## config.mk

```make
export PLATFORM = sky130hd
export DESIGN_NAME = serial_chunk_adder
export DESIGN_NICKNAME = d
export VERILOG_FILES = /design/src/rtl/serial_adder_pkg.sv /design/src/rtl/chunk_adder.sv /design/src/rtl/full_adder.sv /design/src/rtl/serial_chunk_adder.sv
export SDC_FILE = /design/constraint.sdc
export NUM_CORES = 1
export LEC_CHECK = 0
export ABC_AREA = 1
export BUFFER_PORTS_ARGS = -buffer_cell sky130_fd_sc_hd__buf_2
export CAP_MARGIN = 20
export CORE_ASPECT_RATIO = 1.75
export CORE_MARGIN = 5
export CORE_UTILIZATION = 55
export CTS_CLUSTER_DIAMETER = 200
export DETAILED_ROUTE_END_ITERATION = 16
export PLACE_DENSITY = 0.76
export RECOVER_POWER = 100
export SETUP_SLACK_MARGIN = 0.2
export SYNTH_ARGS = -nofsm -noshare
export SYNTH_HDL_FRONTEND = slang
export SYNTH_SLANG_ARGS = --single-unit
export TNS_END_PERCENT = 50
```

## constraint.sdc

```tcl
create_clock -name clk -period 4.6 [get_ports clk]
set_input_delay 0.92 -clock clk [delete_from_list [all_inputs] [get_ports clk]]
set_output_delay 0.92 -clock clk [all_outputs]
set_load 0.05 [all_outputs]
```

## src/rtl/serial_adder_pkg.sv

```systemverilog
// Shared definitions for the serial chunk adder.
//   state_e    : control FSM states (IDLE, RUN, DONE)
//   nchunk()   : number of CHUNK-bit slices in a WIDTH-bit operand
//   idx_width(): width of the chunk index, clog2(NCHUNK) but never below 1
`timescale 1ns/1ps
package serial_adder_pkg;

    typedef enum logic [1:0] {
        IDLE = 2'd0,
        RUN  = 2'd1,
        DONE = 2'd2
    } state_e;

    function automatic int nchunk(input int width, input int chunk);
        return width / chunk;
    endfunction

    // A single-chunk configuration still needs a 1-bit index register.
    function automatic int idx_width(input int width, input int chunk);
        int n;
        n = width / chunk;
        return (n <= 1) ? 1 : $clog2(n);
    endfunction

endpackage

```

## src/rtl/chunk_adder.sv

```systemverilog
// Combinational CHUNK-bit ripple adder built from full_adder cells.
//   a_i, b_i : CHUNK-bit addends
//   c_i      : carry into bit 0
//   sum_o    : CHUNK-bit sum
//   co_o     : carry out of the top bit
//   c_msb_o  : carry into the top bit (used for signed overflow)
`timescale 1ns/1ps
module chunk_adder #(
    parameter int CHUNK = 8
) (
    input  logic [CHUNK-1:0] a_i,
    input  logic [CHUNK-1:0] b_i,
    input  logic             c_i,
    output logic [CHUNK-1:0] sum_o,
    output logic             co_o,
    output logic             c_msb_o
);

    // Each stage owns its own carry scalars so the chain is not one
    // self-referencing vector.
    for (genvar i = 0; i < CHUNK; i++) begin : g_bit
        logic ci;
        logic co;
        if (i == 0) begin : g_first
            assign ci = c_i;
        end else begin : g_next
            assign ci = g_bit[i-1].co;
        end
        full_adder u_fa (
            .a_i (a_i[i]),
            .b_i (b_i[i]),
            .c_i (ci),
            .s_o (sum_o[i]),
            .c_o (co)
        );
    end

    assign co_o    = g_bit[CHUNK-1].co;
    assign c_msb_o = g_bit[CHUNK-1].ci;

endmodule

```

## src/rtl/full_adder.sv

```systemverilog
// One-bit full adder cell.
//   a_i, b_i : addend bits
//   c_i      : carry in
//   s_o      : sum bit
//   c_o      : carry out
`timescale 1ns/1ps
module full_adder (
    input  logic a_i,
    input  logic b_i,
    input  logic c_i,
    output logic s_o,
    output logic c_o
);

    assign s_o = a_i ^ b_i ^ c_i;
    assign c_o = (a_i & b_i) | (c_i & (a_i ^ b_i));

endmodule

```

## src/rtl/serial_chunk_adder.sv

```systemverilog
// Multi-cycle adder/subtractor processing CHUNK bits per clock, LSB chunk
// first, with one registered carry between chunks.
//   clk, rst_n : clock, asynchronous active-low reset
//   start      : request an operation (accepted only while busy=0)
//   a, b       : operands, sampled on the accepting edge
//   cin        : carry-in (add) / borrow-in (sub)
//   sub        : 0 = a+b+cin, 1 = a-b-cin
//   busy       : chunks being processed
//   done       : one-cycle pulse after a result is committed
//   sum        : registered result, changes only on commit
//   cout       : carry out of MSB (sub mode: 1 = no borrow)
//   oflo       : two's-complement overflow
`timescale 1ns/1ps
module serial_chunk_adder
    import serial_adder_pkg::*;
#(
    parameter int WIDTH = 32,
    parameter int CHUNK = 8
) (
    input  logic             clk,
    input  logic             rst_n,
    input  logic             start,
    input  logic [WIDTH-1:0] a,
    input  logic [WIDTH-1:0] b,
    input  logic             cin,
    input  logic             sub,
    output logic             busy,
    output logic             done,
    output logic [WIDTH-1:0] sum,
    output logic             cout,
    output logic             oflo
);

    localparam int NCHUNK = nchunk(WIDTH, CHUNK);
    localparam int IDX_W  = idx_width(WIDTH, CHUNK);

    if (WIDTH % CHUNK != 0) begin : g_bad_chunk
        $error("serial_chunk_adder: WIDTH must be a multiple of CHUNK");
    end

    state_e             state_q, state_d;
    logic [IDX_W-1:0]   idx_q, idx_d;
    logic [WIDTH-1:0]   a_q, a_d;
    logic [WIDTH-1:0]   b_q, b_d;
    logic [WIDTH-1:0]   part_q, part_d;
    logic               carry_q, carry_d;
    logic [WIDTH-1:0]   sum_q, sum_d;
    logic               cout_q, cout_d;
    logic               oflo_q, oflo_d;

    logic [CHUNK-1:0]   chunk_sum;
    logic               chunk_co;
    logic               chunk_cmsb;
    logic               accept;
    logic               last;

    // Operand registers shift right, so the active chunk is always bits [CHUNK-1:0].
    chunk_adder #(.CHUNK(CHUNK)) u_chunk (
        .a_i     (a_q[CHUNK-1:0]),
        .b_i     (b_q[CHUNK-1:0]),
        .c_i     (carry_q),
        .sum_o   (chunk_sum),
        .co_o    (chunk_co),
        .c_msb_o (chunk_cmsb)
    );

    // DONE counts as idle, which is what allows back-to-back accepts.
    assign accept = start && (state_q != RUN);
    assign last   = (state_q == RUN) && (idx_q == IDX_W'(NCHUNK - 1));

    // NOTE: every signal written in an always_comb gets a default first;
    // a path that leaves one unassigned would infer a latch.
    always_comb begin
        state_d = state_q;
        unique case (state_q)
            IDLE:    if (start) state_d = RUN;
            RUN:     if (last)  state_d = DONE;
            DONE:    state_d = start ? RUN : IDLE;
            default: state_d = IDLE;
        endcase
    end

    always_comb begin
        a_d     = a_q;
        b_d     = b_q;
        carry_d = carry_q;
        idx_d   = idx_q;
        part_d  = part_q;
        sum_d   = sum_q;
        cout_d  = cout_q;
        oflo_d  = oflo_q;
        if (accept) begin
            // Subtraction is A + ~B + (cin ^ sub); cin then acts as a borrow.
            a_d     = a;
            b_d     = sub ? ~b : b;
            carry_d = cin ^ sub;
            idx_d   = '0;
        end else if (state_q == RUN) begin
            a_d     = a_q >> CHUNK;
            b_d     = b_q >> CHUNK;
            carry_d = chunk_co;
            idx_d   = idx_q + IDX_W'(1);
            // New chunk enters at the top; after NCHUNK shifts it is aligned.
            part_d  = (part_q >> CHUNK) | (WIDTH'(chunk_sum) << (WIDTH - CHUNK));
            if (last) begin
                sum_d  = part_d;
                cout_d = chunk_co;
                oflo_d = chunk_cmsb ^ chunk_co;
            end
        end
    end

    // NOTE: sequential state uses non-blocking assignments so every register
    // samples the pre-edge values regardless of statement order.
    // NOTE: the datapath registers are reset along with the FSM so an aborted
    // operation leaves no stale partial state and simulation never sees X.
    always_ff @(posedge clk or negedge rst_n) begin
        if (!rst_n) begin
            state_q <= IDLE;
            idx_q   <= '0;
            a_q     <= '0;
            b_q     <= '0;
            part_q  <= '0;
            carry_q <= 1'b0;
            sum_q   <= '0;
            cout_q  <= 1'b0;
            oflo_q  <= 1'b0;
        end else begin
            state_q <= state_d;
            idx_q   <= idx_d;
            a_q     <= a_d;
            b_q     <= b_d;
            part_q  <= part_d;
            carry_q <= carry_d;
            sum_q   <= sum_d;
            cout_q  <= cout_d;
            oflo_q  <= oflo_d;
        end
    end

    assign busy = (state_q == RUN);
    assign done = (state_q == DONE);
    assign sum  = sum_q;
    assign cout = cout_q;
    assign oflo = oflo_q;

endmodule

```

Word-level counts from Yosys, hierarchy flattened

Cells that the tools add are included.

Input bits: 69
Output and inout port bits: 36
Register bits: 135
Logic and storage cells: 81

Bitwise logic cells: 45
Eq/ne operators: 6
Reduce and logical (&&, ||, !) cells: 7
Muxes and demuxes: 13
Add/sub/neg operators: 1

Operators with widths:

| cell                | count |
|---|---|
| $mux 32             | 5 |
| $not 32->32         | 1 |
| $or 24x32->32       | 1 |
| $xor 1x1->1         | 18 |
| $and 1x1->1         | 16 |
| $mux 2              | 4 |
| $or 1x1->1          | 8 |
| $pmux 2 s3          | 1 |
| $eq 2x2->1 const B  | 2 |
| $ne 2x1->1 const B  | 2 |
| $reduce_and 2->1    | 2 |
| $mux 1              | 3 |
| $reduce_and 3->1    | 1 |
| $add 2x1->2 const B | 1 |
| $eq 2x1->1 const B  | 1 |
| $logic_and 1x1->1   | 2 |
| $logic_not 2->1     | 1 |
| $ne 2x2->1 const B  | 1 |
| $reduce_bool 2->1   | 1 |
| $not 1->1           | 1 |

Longest topological paths before layout

Depth after elaboration: 19
Mapped depth: 15
Mapped depth without buffers: 15

Cells and area by module

A second synthesis with hierarchy kept.

Cells, all modules: 699
Area, all modules: 5785.5 um2

By module, submodules not included:

| module             | times used | sequential area each (um2) | area each (um2) | cells an instance |
|---|---|---|---|---|
| serial_chunk_adder | 1          | 3178.0                     | 5625.4          | 691 |
| full_adder         | 8          | 0.0                        | 20.0            | 1 |

Least setup slack after synthesis

Ideal clock, no wire load.

Kind: register to register
Start point: register carry_q
End point: register part_q[31]
Clock period less this slack: 4048 ps
Arrival: 3965 ps
Required time: 4517 ps
Buffers on the path: 0
Stages on the path, launching flop included: 13
Library setup time: 83 ps
Slack: 552 ps
Cells stage by stage: dfrtp_1 -> inv_1 -> fa_1 -> inv_1 -> fa_1 -> fa_1 -> fa_1 -> fa_1 -> fa_1 -> fa_1 -> inv_1 -> fa_1 -> o21ai_0

Word-level cells in the longest chain between the ends: 16

RTL lines:

| element                | line                      | source |
|---|---|---|
| start, declared        | serial_chunk_adder.sv:46  | `logic carry_q, carry_d;` |
| start signal, assigned | serial_chunk_adder.sv:134 | `carry_q <= carry_d;` |
| $and 1x1->1            | full_adder.sv:16          | `assign c_o = (a_i & b_i) \| (c_i & (a_i ^ b_i));` |
| $or 1x1->1             | full_adder.sv:16          |  |
| $and 1x1->1            | full_adder.sv:16          |  |
| $or 1x1->1             | full_adder.sv:16          |  |
| $and 1x1->1            | full_adder.sv:16          |  |
| $or 1x1->1             | full_adder.sv:16          |  |
| $and 1x1->1            | full_adder.sv:16          |  |
| $or 1x1->1             | full_adder.sv:16          |  |
| $and 1x1->1            | full_adder.sv:16          |  |
| $or 1x1->1             | full_adder.sv:16          |  |
| $and 1x1->1            | full_adder.sv:16          |  |
| $or 1x1->1             | full_adder.sv:16          |  |
| $and 1x1->1            | full_adder.sv:16          |  |
| $or 1x1->1             | full_adder.sv:16          |  |
| $xor 1x1->1            | full_adder.sv:15          | `assign s_o = a_i ^ b_i ^ c_i;` |
| $or 24x32->32          | serial_chunk_adder.sv:104 | `part_d = (part_q >> CHUNK) \| (WIDTH'(chunk_sum) << (WIDTH - CHUNK));` |
| end signal, assigned   | serial_chunk_adder.sv:133 | `part_q <= part_d;` |
| end, declared          | serial_chunk_adder.sv:45  | `logic [WIDTH-1:0] part_q, part_d;` |

Every way passes these cells.
A chain may end at the register's enable or synchronous reset.

Final worst setup path

Start point: register carry_q
End point: register sum_q[31], in the netlist sum[31]

Word-level cells in the longest chain between the ends: 16

RTL lines:

| element              | line                      | source |
|---|---|---|
| $and 1x1->1          | full_adder.sv:16          |  |
| $or 1x1->1           | full_adder.sv:16          |  |
| $and 1x1->1          | full_adder.sv:16          |  |
| $or 1x1->1           | full_adder.sv:16          |  |
| $and 1x1->1          | full_adder.sv:16          |  |
| $or 1x1->1           | full_adder.sv:16          |  |
| $and 1x1->1          | full_adder.sv:16          |  |
| $or 1x1->1           | full_adder.sv:16          |  |
| $and 1x1->1          | full_adder.sv:16          |  |
| $or 1x1->1           | full_adder.sv:16          |  |
| $and 1x1->1          | full_adder.sv:16          |  |
| $or 1x1->1           | full_adder.sv:16          |  |
| $and 1x1->1          | full_adder.sv:16          |  |
| $or 1x1->1           | full_adder.sv:16          |  |
| $xor 1x1->1          | full_adder.sv:15          |  |
| $or 24x32->32        | serial_chunk_adder.sv:104 |  |
| end signal, assigned | serial_chunk_adder.sv:135 | `sum_q <= sum_d;` |
| end, declared        | serial_chunk_adder.sv:47  | `logic [WIDTH-1:0] sum_q, sum_d;` |

Every way passes these cells.

==> flow_summary.json <==
{
  "status": "finished with violations",
  "failed_checks": "max-capacitance violations, max-slew violations",
  "drv_cap": 4,
  "area_growth_pct": 18.9,
  "synth-main-ff-cell": "dfrtp_1",
  "synthArstFlopShare": 1.00,
  "synth_edf_count": 0,
  "clock_latency_ns": 0.41,
  "initial_core_util": 0.562,
  "period_share": 0.918,
  "cellLeakagePower_nw": 3.67,
  "finalSetupViolCount": 0,
  "slew_violations": 240,
  "synth_seq_cells": 127,
  "ant_nets": 0,
  "htreeDepth": 4,
  "maxSlewHeadroom": -0.444,
  "max_freq_mhz": 237,
  "yosys_warnings": 0,
  "antenna_found_initial": 0,
  "r2r_cells": 12,
  "synthTopCellsByArea": "dfrtp_1, nand2_1, nand3_1",
  "cp_data_required_time_ns": 4.90,
  "die_w_um": 87.6,
  "io-pin-count": 105,
  "worstHoldPathType": "input pin to asynchronous set/reset pin",
  "worstMarginPinSlew_ns": 2.17,
  "post-route-util": 0.669,
  "whs_ns": 0.447,
  "grt_usage": 0.222,
  "fin_crit_ns": 4.22,
  "gp_congestion": 0.803,
  "hold_viol": 0,
  "first_pass_iters": 5,
  "fp.dieH_um": 146,
  "die-area_mm2": 0.0128,
  "ir_drop_mv": 0.597,
  "cts_root_buf": "clkbuf_16",
  "seq_area_frac_synth": 0.549,
  "clockBufferDepth": 2,
  "drc_errors": 0,
  "wl_per_cell_um": 14.1,
  "syn_nets": 783,
  "grt_pass1_wl_mm": 22.4,
  "overflow": 0,
  "antenna_cells": 0,
  "fin_skew_ns": 0.00716,
  "via_count": 4907,
  "cp-start-kind": "flip-flop",
  "cp-end-kind": "flip-flop",
  "cts.clk_slew.worst_paths_ns": 0.05,
  "drive_gt1_frac": 0.128,
  "syn_area_mm2": 0.00579,
  "cts_hold_buf": 0,
  "syn_area_per_cell_um2": 8.22,
  "post-dp-hpwl_mm": 8.78,
  "core_mm2": 0.0103,
  "wl_mm": 13.2,
  "tns_ns": 0,
  "drt_iter0_drc": 267,
  "clkSinkCount": 127,
  "yosysTopAreaCellShare": 0.549,
  "numCtsBuffers": 17,
  "worstSetupPathType": "flip-flop to flip-flop",
  "post-cts-setup-buffers": 0,
  "rsz0062_at_grt": "false",
  "port_buffers": 104,
  "cts_resized": 0,
  "synthDistinctLibCells": 20,
  "worst_ep_arrival_time_ns": 4.52,
  "syn_inst": 705,
  "num_rows": 49,
  "grt_max_degree": 112,
  "crit_path_max_fanout": 2,
  "via_per_inst": 5.27,
  "nets": 871,
  "cts_tree": "built",
  "power.density_mw_per_mm2": 761,
  "yosys.area.top_type": "dfrtp_1",
  "grt_pass1_vias": 4853
}
## synth_stat cells, types with 2 or more instances
cell / number
clkbuf_1: 11
nand2_1: 293
dfrtp_1: 127
inv_1: 56
buf_2: 22
xor2_1: 8
nand3_1: 109
nor2_1: 2
o21ai_1: 26
fa_1: 8
inv_2: 5
buf_1: 7
o21ai_0: 24
## metal layers
layer / GRT usage / part of all wire
met4: 0.107 / 0.034
met2: 0.368 / 0.53
met3: 0.0504 / 0.053
met1: 0.268 / 0.38
met5: 0 / 0
## report_power, final
group / leakage [nW] / switching [mW] / internal [mW] / total (mW)
Clock: 0.302 / 0.445 / 0.915 / 1.36
Sequential: 1.63 / 0.297 / 1.61 / 1.91
Combinational: 1.74 / 1.43 / 0.537 / 1.97
## registers in the layout, indices dropped and copies added (netlist names)
| name | cells |
|---|---|
| state_q | 2 |
| cout | 1 |
| idx_q | 2 |
| carry_q | 1 |
| oflo | 1 |
| b_q | 32 |
| a_q | 32 |
| sum | 32 |
| part_q | 24 |
## cells by family (layout without fill, tap and decap cells)
logic type	Yosys count	count (layout)	synth area share
flops	127	127	0.549
xor+xnor	8	8	0.0121
simple gates	406	406	0.291
fa+ha+maj	9	9	0.0298
buf+inv	102	201	0.0721
compound gates	53	53	0.0467
## worst paths after layout
path                            startpoint          to  slack [ns]
worst max-delay path               carry_q     sum[31]        0.38
worst min-delay path                 rst_n  part_q[22]        0.45
worst max register to register     carry_q     sum[31]        0.38
worst min register to register   part_q[9]      sum[1]        0.47
max in group asynchronous            rst_n  part_q[11]        0.99
min in group clk                 part_q[9]      sum[1]        0.47
## area by class of cell
type	count	area, um^2
Clock inverter	6	105
Timing Repair Buffer	110	524
Tap cell	127	159
Inverter	61	229
Fill cell	875	3410
Sequential cell	127	3180
Clock buffer	24	502
Multi-Input combinational cell	476	2190
## cells in the final DEF, fill, tap and decap left out
| cell | Yosys | routed |
|---|---|---|
| a21oi_1 | 1 | 1 |
| a21oi_4 | 0 | 1 |
| buf_16 | 0 | 1 |
| buf_2 | 22 | 68 |
| bufinv_16 | 0 | 3 |
| clkbuf_1 | 11 | 41 |
| clkbuf_16 | 0 | 17 |
| clkbuf_2 | 0 | 2 |
| clkbuf_8 | 0 | 5 |
| clkinv_2 | 0 | 3 |
| dfrtp_1 | 127 | 127 |
| fa_1 | 8 | 7 |
| fa_2 | 0 | 1 |
| ha_1 | 1 | 1 |
| inv_1 | 56 | 60 |
| inv_2 | 5 | 1 |
| nand2_1 | 293 | 293 |
| nand3_1 | 109 | 109 |
| nor2_1 | 2 | 3 |
| nor2_4 | 1 | 1 |
| o21ai_0 | 24 | 46 |
| o21ai_1 | 26 | 4 |
| o22ai_1 | 1 | 1 |
| xor2_1 | 8 | 8 |
## critical path: stages, from the launching register on
cell and delay, ns:
dfrtp_1 0.38, inv_1 0.08, fa_1 0.17, inv_1 0.06
fa_1 0.45, fa_1 0.46, fa_1 0.46, fa_1 0.49
fa_2 0.42, fa_1 0.47, inv_1 0.12, fa_1 0.41
o21ai_1 0.14
## metrics by stage
stage	total power [mW]	cell area, um^2	setup slack [ns]	cells
after floorplan	3.42	5790	0.552	705
after global placement	3.85	6330	0.416	899
after detailed placement	3.93	6330	0.322	899
after CTS	5.32	6940	0.283	929
after global routing	5.61	6890	0.148	931
final	5.24	6890	0.377	931
Power figures use the tool's default switching activity.
